**config.mk**
```make
export PLATFORM = sky130hd
export DESIGN_NAME = sar_search_ctrl
export DESIGN_NICKNAME = d
export VERILOG_FILES = /design/src/rtl/sar_search_ctrl.sv
export SDC_FILE = /design/constraint.sdc
export NUM_CORES = 1
export LEC_CHECK = 0
export CORE_UTILIZATION = 51
export DETAILED_ROUTE_END_ITERATION = 8
export HOLD_SLACK_MARGIN = 0.1
export PLACE_DENSITY = 0.82
export SLEW_MARGIN = 20
export SYNTH_ARGS = -nofsm -noshare
export SYNTH_HDL_FRONTEND = slang
export SYNTH_SLANG_ARGS = --single-unit
```
**constraint.sdc**
```tcl
create_clock -name clk -period 2.3 [get_ports clk]
set_clock_uncertainty 0.05 [all_clocks]
set_input_delay 0.345 -clock clk [delete_from_list [all_inputs] [get_ports clk]]
set_output_delay 0.345 -clock clk [all_outputs]
set_load 0.05 [all_outputs]
```
**src/rtl/sar_search_ctrl.sv**
```systemverilog
// Successive-approximation search controller: drives comparator B with a probe
// value and narrows [lo, hi] from the equal/less/great flags until it converges.
module sar_search_ctrl #(
    parameter int unsigned WIDTH = 4
) (
    input  logic             clk,
    input  logic             rst_n,
    input  logic             start,
    output logic [WIDTH-1:0] guess,
    input  logic             cmp_equal,
    input  logic             cmp_less,
    input  logic             cmp_great,
    output logic             busy,
    output logic             done,
    output logic [WIDTH-1:0] result,
    output logic             found,
    output logic             error
);

    localparam int unsigned BW = WIDTH + 1;
    localparam int unsigned SW = WIDTH + 2;

    typedef enum logic {
        IDLE,
        PROBE
    } state_e;

    state_e           state_q, state_d;
    logic [BW-1:0]    lo_q, lo_d, hi_q, hi_d;
    logic [WIDTH-1:0] guess_q, guess_d;
    logic [WIDTH-1:0] result_q, result_d;
    logic             busy_q, busy_d;
    logic             done_q, done_d;
    logic             found_q, found_d;
    logic             error_q, error_d;

    logic [BW-1:0]    guess_ext_c;
    logic [BW-1:0]    lo_nx_c, hi_nx_c;
    logic             narrow_c;
    logic             empty_c;

    // Next-state and bound-narrowing logic
    always_comb begin
        state_d     = state_q;
        lo_d        = lo_q;
        hi_d        = hi_q;
        guess_d     = guess_q;
        result_d    = result_q;
        busy_d      = busy_q;
        done_d      = 1'b0;
        found_d     = found_q;
        error_d     = error_q;
        guess_ext_c = BW'(guess_q);
        lo_nx_c     = lo_q;
        hi_nx_c     = hi_q;
        narrow_c    = 1'b0;
        empty_c     = 1'b0;

        case (state_q)
            IDLE: begin
                if (start) begin
                    lo_d     = '0;
                    hi_d     = {1'b0, {WIDTH{1'b1}}};
                    guess_d  = {1'b0, {(WIDTH-1){1'b1}}};
                    result_d = '0;
                    found_d  = 1'b0;
                    error_d  = 1'b0;
                    busy_d   = 1'b1;
                    state_d  = PROBE;
                end
            end
            PROBE: begin
                case ({cmp_equal, cmp_less, cmp_great})
                    3'b100: begin
                        result_d = guess_q;
                        found_d  = 1'b1;
                        error_d  = 1'b0;
                        done_d   = 1'b1;
                        busy_d   = 1'b0;
                        state_d  = IDLE;
                    end
                    3'b010: begin
                        narrow_c = 1'b1;
                        // guess == lo means hi would drop below lo (and below zero)
                        empty_c  = (guess_ext_c == lo_q);
                        hi_nx_c  = guess_ext_c - BW'(1);
                    end
                    3'b001: begin
                        narrow_c = 1'b1;
                        lo_nx_c  = guess_ext_c + BW'(1);
                        empty_c  = (lo_nx_c > hi_q);
                    end
                    default: begin
                        found_d = 1'b0;
                        error_d = 1'b1;
                        done_d  = 1'b1;
                        busy_d  = 1'b0;
                        state_d = IDLE;
                    end
                endcase

                if (narrow_c) begin
                    if (empty_c) begin
                        result_d = '0;
                        found_d  = 1'b0;
                        error_d  = 1'b1;
                        done_d   = 1'b1;
                        busy_d   = 1'b0;
                        state_d  = IDLE;
                    end else begin
                        lo_d    = lo_nx_c;
                        hi_d    = hi_nx_c;
                        guess_d = WIDTH'((SW'(lo_nx_c) + SW'(hi_nx_c)) >> 1);
                    end
                end
            end
        endcase
    end

    always_ff @(posedge clk or negedge rst_n) begin
        if (!rst_n) begin
            state_q  <= IDLE;
            lo_q     <= '0;
            hi_q     <= '0;
            guess_q  <= '0;
            result_q <= '0;
            busy_q   <= 1'b0;
            done_q   <= 1'b0;
            found_q  <= 1'b0;
            error_q  <= 1'b0;
        end else begin
            state_q  <= state_d;
            lo_q     <= lo_d;
            hi_q     <= hi_d;
            guess_q  <= guess_d;
            result_q <= result_d;
            busy_q   <= busy_d;
            done_q   <= done_d;
            found_q  <= found_d;
            error_q  <= error_d;
        end
    end

    assign guess  = guess_q;
    assign result = result_q;
    assign busy   = busy_q;
    assign done   = done_q;
    assign found  = found_q;
    assign error  = error_q;

endmodule

```
# Word-level counts from Yosys, hierarchy flattened

Cells that the tools add are included.

Add/subtract/negate cells: 3
Multipliers: 0
Divide/modulo/power cells: 0
Order comparisons: 1
Equal/unequal tests: 7
Shift-type cells: 0
Muxes and demuxes: 47
Bitwise logic cells: 1
Reduce and logical (&&, ||, !) cells: 2

Operator list:

| cell                                                 | number |
|---|---|
| 2-to-1 mux 5 bit                                     | 10 |
| 2-to-1 mux 4 bit                                     | 7 |
| one-hot mux 5 bit (2 select lines)                   | 2 |
| 2-to-1 mux 1 bit                                     | 19 |
| one-hot mux 4 bit (2 select lines)                   | 2 |
| one-hot mux 1 bit (2 select lines)                   | 7 |
| adder 4 x 1 -> 5 bit (second input constant)         | 1 |
| adder 5 bit                                          | 1 |
| equality test 4 x 5 -> 1 bit                         | 1 |
| greater-than comparator 5 bit                        | 1 |
| subtractor 4 x 1 -> 5 bit (second input constant)    | 1 |
| != test 2 bit (second input constant)                | 2 |
| equality test 3 x 1 -> 1 bit (second input constant) | 1 |
| equality test 3 x 2 -> 1 bit (second input constant) | 1 |
| equality test 3 bit (second input constant)          | 1 |
| AND reduction 3 bit                                  | 1 |
| != test 2 x 1 -> 1 bit (second input constant)       | 1 |
| OR reduction 2 bit                                   | 1 |
| NOT 1 bit                                            | 1 |

Flip-flop bits (word level): 23
Bits in latches: 0
Memory bits (writable): 0
Bits in read-only memories: 0
Input port bits: 6
Word-level logic and storage cells: 70
Memories kept: 0

# Longest topological paths before layout

Word-level depth: 7
Gate-level depth with buffers: 11

# Worst setup path before layout

Ideal clock, no wire load.

Path type: reg-to-reg
From: reg guess_q[0], in the netlist guess[0]
To: reg hi_q[2]
Arrival time: 2.602 ns
Data required time: 2.125 ns
Path slack: -0.476 ns
Cell stages (with the launch flop): 11
Buffers on the path: 2
Period minus slack after synthesis: 2.776 ns
Cell sequence: dfrtp_1 -> buf_2 -> inv_1 -> ha_1 -> ha_1 -> nor2b_1 -> o21a_1 -> o21ai_2 -> nand3_1 -> buf_4 -> mux2_2

Longest elaborated chain between the ends: 6
Elaborated cells between the ends (all ways): 13
Classes of those cells: add/sub: 2; order compare: 1; eq/ne: 2; mux: 7; reduce/logical: 1

Ends and longest elaborated chain:

| element                                                                                    | line    | RTL |
|---|---|---|
| start: declaration                                                                         | 30      | `logic [WIDTH-1:0] guess_q, guess_d;` |
| start signal: assignment                                                                   | 135     | `guess_q <= guess_d;` |
| adder 4 x 1 -> 5 bit / subtractor 4 x 1 -> 5 bit (equally long branches)                   | 90, 86  |  |
| greater-than comparator 5 bit / 2-to-1 mux 5 bit (equally long branches)                   | 91, 73  |  |
| one-hot mux 1 bit (2 select lines) / 2-to-1 mux 5 bit (equally long branches)              | 73, 59  |  |
| 2-to-1 mux 1 bit / 2-to-1 mux 5 bit (equally long branches)                                | 59, 103 |  |
| != test 2 bit (no line) / 2-to-1 mux 5 bit (equally long branches)                         | --      |  |
| AND reduction 3 bit (no line) / one-hot mux 5 bit (2 select lines) (equally long branches) | --      |  |
| end signal: assignment                                                                     | 134     | `hi_q <= hi_d;` |
| end: declaration                                                                           | 29      | `logic [BW-1:0] lo_q, lo_d, hi_q, hi_d;` |

Several ways; a longest one is shown, not always the timed one. The select of a mux whose other input is x is not followed.
A chain may end at the register's enable or synchronous reset.

# Worst setup path in the final report

From: reg guess_q[1], in the netlist guess[1]
To: reg guess_q[3], in the netlist guess[3]

Longest elaborated chain between the ends: 7
Elaborated cells between the ends (all ways): 16
Classes of those cells: add/sub: 3; order compare: 1; eq/ne: 2; mux: 9; reduce/logical: 1

Ends and longest elaborated chain:

| element                                                                  | line   | RTL |
|---|---|---|
| adder 4 x 1 -> 5 bit / subtractor 4 x 1 -> 5 bit (equally long branches) | 90, 86 |  |
| 2-to-1 mux 5 bit                                                         | 73     | `case ({cmp_equal, cmp_less, cmp_great})` |
| 2-to-1 mux 5 bit                                                         | 59     | `case (state_q)` |
| adder 5 bit                                                              | 113    | `guess_d = WIDTH'((SW'(lo_nx_c) + SW'(hi_nx_c)) >> 1);` |
| 2-to-1 mux 4 bit                                                         | 103    | `if (empty_c) begin` |
| 2-to-1 mux 4 bit                                                         | 102    | `if (narrow_c) begin` |
| one-hot mux 4 bit (2 select lines)                                       | 59     |  |

Several ways; a longest one is shown, not always the timed one. The select of a mux whose other input is x is not followed.

==> results.cfg <==
[run_status]
status = complete, but fails checks
violations = negative setup slack

[clocking]
cts_buffer_depth = 2
numCtsBuffers = 3
clk_latency_ns = 0.34
cts_tree = done
cts_sinks = 23
htreeDepth = 1
clk_pin_slew_ns = 0.14
ctsHoldBuffers = 0
cts_root_buffer = clkbuf_4

[logic_synthesis]
synth.area.top_cells = dfrtp_1 (35%), ha_1 (7.6%), mux2i_1 (7.3%)
yosys_most_used_dff = dfrtp_1
yosysUniqueCellTypes = 45
postSynthAreaPerCell_um2 = 9.64
yosysWarnings = 0
syn-num-nets = 188
ys_ff_latch = 23
synth_edf_count = 0
synth_top_cell_by_area = dfrtp_1
synth_top_area_share_pct = 34.9
syn_area_mm2 = 0.00165
netlist_instances = 171
synth-async-reset-ratio_pct = 100
ys_seq_area_share_pct = 34.9

[critical_path]
critPathMaxStageDelay_ns = 0.49
worst_ep_required_time_ns = 2.50
cp-start-kind = flip-flop
crit_path_max_fanout = 4
cpMaxStageDelayCell = dfrtp_2
startpoint = guess[1]
crit_type = reg2reg
arrival_ns = 2.66
r2r-start = guess[1]
crit_chain = buf_6 > inv_4 > ha_4 > buf_6 > mux2_4 > fa_2 > inv_2 > a21o_1 > a21oi_2 > xnor3_1 > a21o_1
cp-end-kind = flip-flop

[finish]
layout-drive-gt1-share_pct = 41.2
num_antenna_cells = 0
fin_util_pct = 80.3
multi_input_area_mm2 = 0.00119
fillers = 191
seqCellArea_um2 = 581
num-nets-final = 246
area_delta_synth_final_pct = 48.7
stdcell_count = 272

[placement]
dp_hpwl_um = 3270
gp_congestion = 0.931
port_buffers = 17
dp_cells = 258

[detailed_routing]
dr.pass1.iters = 4
drt_iter0_drc = 154
viasPerCell = 6.11
num_vias = 1662
ant_nets = 0
wl_per_cell_um = 20.5
drcViolationCount = 0
routed_wirelength_um = 5580

[power_and_ir_drop]
p_leak_uw = 0.00117
power_density_mw_per_mm2 = 491
ir_drop_v = 0.000346
p_total_uw = 1200

[global_routing]
grt_pass1_wl_um = 7290
track_usage_pct = 28.8
grt_max_degree = 24
grt_pass1_vias = 1545
grt_busiest_layer = met2
grt_remaining_overflow = 0
antenna_found_initial = 0
use_met2_pct = 53.1
met3_usage_pct = 5.93
use_met1_pct = 32.7

[die]
die_w_um = 58.8
initial_core_util_pct = 54.0
die_area_mm2 = 0.00346
row_count = 20
die-height_um = 58.8
core-area_mm2 = 0.00305
pin_count = 18

[timing]
worst_slack_ns = -0.163
finalCritPeriodShare_pct = 107
rsz0062_at_grt = true
worst_pin_slew_ns = 0.520
slew_violations = 0
finalHoldViolations = 0
finalCriticalPeriod_ns = 2.46
slew_headroom_pct = 65.3
finalSetupViolations = 18
fmax_ghz = 0.406

[run]
maxCapViolations = 0

[min_path]
worstHoldPathType = in2async
==> per-layer routing <==
| layer | wire [µm] | vias to the layer above | share of wire [%] |
|---|---|---|---|
| met5 | 0 | - | 0 |
| met4 | 281 | 0 | 5.0 |
| met3 | 279 | 30 | 5.0 |
| met2 | 2860 | 72 | 51 |
| met1 | 2160 | 837 | 39 |
| li1 | - | 723 | - |
==> flip-flops by register name (all words and copies together) (netlist names) <==
register	flops
state_q	1
result	4
guess	4
busy	1
found	1
done	1
hi_q	5
lo_q	5
error	1
==> cell families (layout without fill, tap and decap cells) <==
group	count (synthesis)	in the layout	synth area share, %
simple gates	57	57	18.5
compound gates	29	29	13.8
flops	23	23	34.9
buf+inv	23	80	6.61
mux	17	17	10.7
fa+ha+maj	11	11	8.81
xor+xnor	11	11	6.68
==> cell type report <==
type,instances,share of cell area [%]
repair buffers,61,21.9
multi-input cells,125,48.6
well taps,44,2.25
clock buffers,3,0.919
clock inverters,1,0.204
flip-flops and latches,23,23.7
inverters,15,2.40
==> timing repair <==
action	in CTS	in global routing
endpoints found under the setup margin	23	24
gates resized for setup	20	25
gates cloned	0	0
pin swaps	7	17
buffers inserted	3	7
==> Yosys cell counts (2+ instances only) <==
| cell | instances |
|---|---|
| dfrtp_1 | 23 |
| inv_1 | 15 |
| nand2_1 | 13 |
| nor2_1 | 13 |
| mux2i_1 | 12 |
| ha_1 | 10 |
| a21oi_1 | 7 |
| xor2_1 | 6 |
| a32o_1 | 5 |
| mux2_2 | 5 |
| and3_1 | 4 |
| nand3_1 | 4 |
| nand4_1 | 4 |
| nor2b_1 | 4 |
| xnor2_1 | 4 |
| buf_2 | 3 |
| nor3_1 | 3 |
| o21ai_0 | 3 |
| a211oi_1 | 2 |
| a21o_1 | 2 |
| a31oi_1 | 2 |
| buf_6 | 2 |
| clkbuf_1 | 2 |
| nand3b_1 | 2 |
==> cells in the final DEF (no fill, tap or decap), types with 2 or more instances in the layout <==
master	n
a21o_1	2
a21oi_1	5
a21oi_2	2
a31oi_1	2
a32o_1	4
and3_1	2
and3_4	3
buf_4	37
buf_6	7
clkbuf_4	3
clkdlybuf4s50_1	13
dfrtp_1	19
dfrtp_2	4
dlymetal6s2s_1	4
ha_1	3
ha_4	7
inv_1	11
inv_2	3
mux2_2	4
mux2i_1	11
nand2_1	11
nand2_2	2
nand3_1	2
nand3b_1	2
nand4_1	4
nor2_1	12
nor2b_1	3
nor3_1	2
o21ai_1	2
xnor2_1	2
xor2_1	5
==> power by group <==
part	switching, µW	total (µW)	internal (µW)
sequential	35.8	470	435
clock	136	201	65.4
combinational	294	532	237
==> worst max-delay path: cells and delay by family, from the launching register on <==
kind	cells	cell delay (ns)
AO/OA/AOI/OAI	3	0.36
multiplexers	1	0.29
flip-flops	1	0.49
adder cells (fa/ha/maj)	2	0.62
buffers and inverters	4	0.37
XOR/XNOR	1	0.19
==> worst paths after layout <==
kind,endpoint,slack (ns),cells after the start
max in group asynchronous,found,1.64,2
min in group clk,result[2],0.46,1
worst max-delay path,guess[3],-0.16,11
worst min-delay path,lo_q[3],0.30,2
worst min register to register,result[2],0.46,1
worst max register to register,guess[3],-0.16,11
==> through the flow <==
stage                     instance area, µm²  hold slack, ns  setup TNS (ns)  worst slack (ns)
after floorplan                         1730       -0.000591          -0.901            -0.135
after global placement                  2140           0.425           -4.11            -0.459
after detailed placement                2140           0.430           -6.88            -0.650
after CTS                               2290           0.318           -1.82            -0.133
after global routing                    2450           0.320           -3.14            -0.229
final                                   2450           0.302           -1.39            -0.163
Note: power is estimated with default switching activity, not from simulation.
